File: src/rtl/prio_intr_pkg.sv
// Shared types, limits and sizing helpers for the priority interrupt controller.
package prio_intr_pkg;

    localparam int unsigned NUM_CH_MIN = 2;
    localparam int unsigned NUM_CH_MAX = 64;
    localparam int unsigned NUM_CH_DEF = 9;

    typedef enum logic {
        IDLE = 1'b0,
        HOLD = 1'b1
    } state_e;

    // Channel ID width, never narrower than one bit.
    function automatic int unsigned id_width(input int unsigned n);
        return (n > 1) ? $clog2(n) : 1;
    endfunction

endpackage

File: src/rtl/prio_arbiter.sv
// Combinational arbiter: fixed priority (index 0 first) or round-robin from ptr,
// built as a double-width rotate followed by a find-first-set.
module prio_arbiter
    import prio_intr_pkg::*;
#(
    parameter  int unsigned NUM_CH = NUM_CH_DEF,
    localparam int unsigned ID_W   = id_width(NUM_CH)
) (
    input  logic [NUM_CH-1:0] elig,
    input  logic [ID_W-1:0]   ptr,
    input  logic              rr_mode,
    output logic [ID_W-1:0]   winner,
    output logic              any_valid
);

    localparam logic [ID_W:0] NUM_CH_W = (ID_W + 1)'(NUM_CH);

    logic [ID_W-1:0]   base;
    logic [NUM_CH-1:0] rot;
    logic [ID_W-1:0]   offs;
    logic [ID_W:0]     sum;

    always_comb begin
        base = rr_mode ? ptr : '0;
        rot  = NUM_CH'({elig, elig} >> base);

        // Descending scan so the lowest set offset is the one left standing.
        offs = '0;
        for (int i = int'(NUM_CH) - 1; i >= 0; i--) begin
            if (rot[i]) begin
                offs = ID_W'(i);
            end
        end

        // base < NUM_CH and offs < NUM_CH, so one conditional subtract wraps.
        sum = {1'b0, base} + {1'b0, offs};
        if (sum >= NUM_CH_W) begin
            sum = sum - NUM_CH_W;
        end

        winner    = ID_W'(sum);
        any_valid = |elig;
    end

endmodule

File: src/rtl/prio_intr_ctrl.sv
// Priority interrupt controller: registered request edge detect, sticky pending
// bits with masking, fixed/round-robin arbitration and an irq/ack handshake.
module prio_intr_ctrl
    import prio_intr_pkg::*;
#(
    parameter  int unsigned NUM_CH = NUM_CH_DEF,
    localparam int unsigned ID_W   = id_width(NUM_CH)
) (
    input  logic              clk,
    input  logic              reset,
    input  logic [NUM_CH-1:0] req_in,
    input  logic [NUM_CH-1:0] mask_in,
    input  logic              rr_mode,
    input  logic              ack,
    output logic              irq,
    output logic [ID_W-1:0]   irq_id,
    output logic [NUM_CH-1:0] pend_out
);

    localparam logic [ID_W:0] NUM_CH_W = (ID_W + 1)'(NUM_CH);

    state_e            state_q, state_d;
    logic [NUM_CH-1:0] req_sync_q, req_sync_d;
    logic [NUM_CH-1:0] req_prev_q, req_prev_d;
    logic [NUM_CH-1:0] pend_q, pend_d;
    logic [NUM_CH-1:0] pend_out_q, pend_out_d;
    logic [ID_W-1:0]   ptr_q, ptr_d;
    logic              irq_q, irq_d;
    logic [ID_W-1:0]   irq_id_q, irq_id_d;

    logic [NUM_CH-1:0] rise;
    logic [NUM_CH-1:0] clr;
    logic [NUM_CH-1:0] elig;
    logic [ID_W-1:0]   winner;
    logic              any_valid;
    logic [ID_W:0]     id_inc;

    prio_arbiter #(
        .NUM_CH (NUM_CH)
    ) u_arbiter (
        .elig      (elig),
        .ptr       (ptr_q),
        .rr_mode   (rr_mode),
        .winner    (winner),
        .any_valid (any_valid)
    );

    // Input capture, edge detect and pending bookkeeping; a new rise beats a clear.
    always_comb begin
        req_sync_d = req_in;
        req_prev_d = req_sync_q;
        rise       = req_sync_q & ~req_prev_q;
        pend_d     = (pend_q & ~clr) | rise;
        pend_out_d = pend_q;
        elig       = pend_q & ~mask_in;
    end

    // Handshake FSM: the presented ID stays frozen in HOLD until acknowledged.
    always_comb begin
        state_d  = state_q;
        irq_d    = irq_q;
        irq_id_d = irq_id_q;
        ptr_d    = ptr_q;
        clr      = '0;
        id_inc   = {1'b0, irq_id_q} + (ID_W + 1)'(1);

        case (state_q)
            IDLE: begin
                if (any_valid) begin
                    irq_d    = 1'b1;
                    irq_id_d = winner;
                    state_d  = HOLD;
                end
            end
            HOLD: begin
                if (ack) begin
                    clr     = NUM_CH'(1) << irq_id_q;
                    irq_d   = 1'b0;
                    ptr_d   = (id_inc == NUM_CH_W) ? '0 : ID_W'(id_inc);
                    state_d = IDLE;
                end
            end
            default: begin
                state_d = IDLE;
            end
        endcase
    end

    always_ff @(posedge clk or posedge reset) begin
        if (reset) begin
            state_q    <= IDLE;
            req_sync_q <= '0;
            req_prev_q <= '0;
            pend_q     <= '0;
            pend_out_q <= '0;
            ptr_q      <= '0;
            irq_q      <= 1'b0;
            irq_id_q   <= '0;
        end else begin
            state_q    <= state_d;
            req_sync_q <= req_sync_d;
            req_prev_q <= req_prev_d;
            pend_q     <= pend_d;
            pend_out_q <= pend_out_d;
            ptr_q      <= ptr_d;
            irq_q      <= irq_d;
            irq_id_q   <= irq_id_d;
        end
    end

    assign irq      = irq_q;
    assign irq_id   = irq_id_q;
    assign pend_out = pend_out_q;

endmodule
File: config.mk
export PLATFORM = sky130hd
export DESIGN_NAME = prio_intr_ctrl
export DESIGN_NICKNAME = d
export VERILOG_FILES = /design/src/rtl/prio_intr_pkg.sv /design/src/rtl/prio_arbiter.sv /design/src/rtl/prio_intr_ctrl.sv
export SDC_FILE = /design/constraint.sdc
export NUM_CORES = 1
export LEC_CHECK = 0
export CAP_MARGIN = 20
export CORE_ASPECT_RATIO = 0.5
export CORE_UTILIZATION = 55
export CTS_CLUSTER_DIAMETER = 150
export DETAILED_ROUTE_END_ITERATION = 10
export GPL_TIMING_DRIVEN = 0
export HOLD_SLACK_MARGIN = 0.06
export PLACE_DENSITY = 0.79
export REMOVE_ABC_BUFFERS = 1
export SYNTH_ARGS = -nofsm -noshare
export SYNTH_HDL_FRONTEND = slang
export SYNTH_SLANG_ARGS = --single-unit
File: constraint.sdc
create_clock -name clk -period 5.4 [get_ports clk]
set_input_delay 1.35 -clock clk [delete_from_list [all_inputs] [get_ports clk]]
set_output_delay 1.35 -clock clk [all_outputs]
set_load 0.01 [all_outputs]
==> results.ini <==
[sta]
maxSlewHeadroom_pct=39.8
finalHoldViolations=0
period_share_pct=99.1
timing.fmax_ghz=0.187
tightest_slew_ps=901
post-route-min-period_ps=5350
setup_viol=0
finalMaxSlewViolations=0
skew_ps=2.53
whs_ps=377
fin_setup_tns_ps=0

[worst_setup_path]
end_kind=flip-flop
crit_family=compound AO/OA/AOI/OAI gates
critPathArrivalTime_ps=5570
path_class=input port to flip-flop
r2r_slack_ps=830
critPathLaunchType=input port
crit_top_cell=o2bb2ai_2
path_cells=clkdlybuf4s50_1 > nand2b_4 > mux2i_4 > or3b_4 > o31ai_2 > a21oi_1 > a21oi_2 > o2bb2ai_2 > o21a_1 > nor2_1 > o32ai_2 > ha_2 > ha_4 > inv_2 > and3_4 > o2bb2ai_2 > a311oi_4 > o32ai_4 > or4_4 > o211ai_2
path_buf_inv=2
max_stage_delay_ps=570
required_ps=5620
r2r-end=irq_id[0]$_DFFE_PP0P_
worstRegToRegCells=20
path_max_fanout=6
slowest_stage=or4_4
r2r-start=ptr_q[0]$_DFFE_PP0P_

[cts]
clkTransAtPathRegs_ps=80
clock-sinks=46
numCtsBuffers=5
cts_root_buffer=clkbuf_8
clockBufferDepth=2
htree_levels=2
cts-hold-fix-buffers=0
cts_tree=yes
clk_latency_ps=290

[pwr]
powerDensity_nw_per_um2=514
p_leak_nw=1.57
ir_worst_vdd_v=0.000338

[logic_synthesis]
ys.warnings.count=0
synth_area_per_cell_um2=9.61
synth_cells=291
synth_most_common_cell=dfrtp_1
synth_common_cells=dfrtp_1, nand2_1, inv_1
synth_top_area_cell=dfrtp_1
ys_seq_area_share_pct=41.1
synth_top_area_share_pct=41.1
synth_edf_count=0
async_flop_share_pct=100
ys_seq_elements=46
synthesis.area_um2=2800
synth_cell_type_count=62
ys.flop_type=dfrtp_1
synth.area.top_cells=dfrtp_1, ha_1, nand2_1, o21ai_0, mux2i_1

[global_route]
use_met3_pct=5.87
grt_use_met2_pct=43.2
grt_pass1_vias=2218
grt_overflow=0
grt_use_total_pct=27.0
antenna_found_initial=0
grt_pass1_wl_um=10700
grt_util_met1_pct=37.8
busiest_layer=met2
grt_max_degree=47

[route]
drt-pass1-iter-count=5
route.detailed.drc=0
drtIter0Drc=103
ant_nets=0
wl_per_cell_um=17.3
vias=2429
avgViaCountPerCell=5.97
wl_um=7060

[die]
dieArea_um2=5390
dieHeight_um=52.4
core.rowCount=17
die_x_um=103
pin_count=36
initial_core_util_pct=60.3
coreArea_um2=4640

[final_layout]
drive_gt1_share_pct=25.2
seq_area_um2=1150
diodes=0
multi_input_area_um2=1780
fin_area_um2=3700
n_fill_cell=307
area_growth_pct=32.2
finalNonFillerCells=407
fin_nets=375

[worst_hold_path]
hp-class=flip-flop to flip-flop
worstHoldStart=req_prev_d[0]$_DFF_PP0_
min_to=req_prev_q[0]$_DFF_PP0_
hold_depth=0

[placement]
gp_congestion=0.906
dp_cells=383
place_area_um2=3180
hpwl_um=5020
io_buffers=35

[outcome]
status=finished, final reports clean

[run]
drv_cap=0

==> registers in the layout, indices dropped and copies added, names as in the netlist <==
name        flops
pend_out_d      9
req_prev_d      9
ptr_q           4
req_prev_q      9
pend_out        9
irq             1
irq_id          4
state_q         1
==> repair_timing <==
action	4_1_cts	5_1_grt
setup endpoints to repair	4	4
pin swaps	3	11
gates resized for setup	27	42
buffers inserted	4	12
==> metal layers <==
| metal | wire (um) | part of all wire (%) |
|---|---|---|
| met4 | 74 | 1.0 |
| met2 | 3250 | 46 |
| met3 | 490 | 6.9 |
| met1 | 3250 | 46 |
| met5 | 0 | 0 |
==> how the worst max path moves through the flow <==
stage                     from               endpoint  slack (ps)  depth (start not counted)
global placement       rr_mode  irq_id[1]$_DFFE_PP0P_       -1310                         21
finish              mask_in[8]  irq_id[0]$_DFFE_PP0P_          50                         20
global route        mask_in[8]  irq_id[0]$_DFFE_PP0P_         -70                         20
detailed placement     rr_mode  irq_id[2]$_DFFE_PP0P_       -1260                         21
CTS                 mask_in[0]  irq_id[0]$_DFFE_PP0P_         -20                         20
floorplan              rr_mode  irq_id[0]$_DFFE_PP0P_         110                         20
==> per-stage QoR <==
step | setup slack (ps) | power, mW | utilization, %
finish | 50.9 | 1.90 | 79.8
global route | -72.1 | 2.01 | 79.8
CTS | -19.3 | 1.74 | 74.0
detailed placement | -1260 | 1.39 | 68.7
global placement | -1310 | 1.36 | 68.7
floorplan | 114 | 1.13 | -
==> worst reg2reg max path: cells and delay by family (launching register included) <==
family,cells,cell delay (ps)
AO/OA/AOI/OAI,10,1760
adder cells (fa/ha/maj),2,430
AND/OR/NAND/NOR,5,1370
buffers and inverters,2,180
flip-flops,1,490
multiplexers,1,270
==> kinds of logic (layout without fill, tap and decap cells) <==
logic type                 after synthesis  after routing  synth area share (%)
and+or+nand+nor                        103            103                  18.4
DFF                                     46             46                  41.1
AOI/OAI and AO/OA                       79             79                  21.5
buffers and inverters                   32             82                  4.74
xor gates and xnor gates                 3              3                 0.939
muxes                                   15             15                  7.47
adders and majority gates               13             13                  5.81
==> placed cells by master, fill, tap and decap left out, drive strengths merged, types with 3 or more instances in the layout <==
cell and n:
nand3 4, nand4 3, o31a 4, dfrtp 46
inv 21, a211oi 7, o21a 3, o211ai 4
clkdlybuf4s50 32, o32ai 5, nand2b 11, ha 13
a21oi 12, nor2b 8, clkbuf 6, mux4 4
or2 4, nor2 16, clkinv 4, mux2i 10
nand2 34, buf 16, o21ai 19, or3 3
a31oi 3, nor3 10, a21o 3, o31ai 5
==> area by class of cell <==
| class | instances | area share [%] |
|---|---|---|
| Multi-Input combinational cell | 213 | 48.2 |
| Sequential cell | 46 | 31.1 |
| Timing Repair Buffer | 51 | 12.8 |
| Inverter | 23 | 2.71 |
| Tap cell | 66 | 2.23 |
| Clock buffer | 5 | 1.86 |
| Clock inverter | 3 | 1.08 |
==> report_power, final <==
group	switching (mW)	internal [mW]	total, mW
logic	0.631	0.530	1.16
registers	0.0862	0.412	0.498
clock network	0.108	0.136	0.244
total	0.825	1.08	1.90
(Power assumes the default switching activity.)
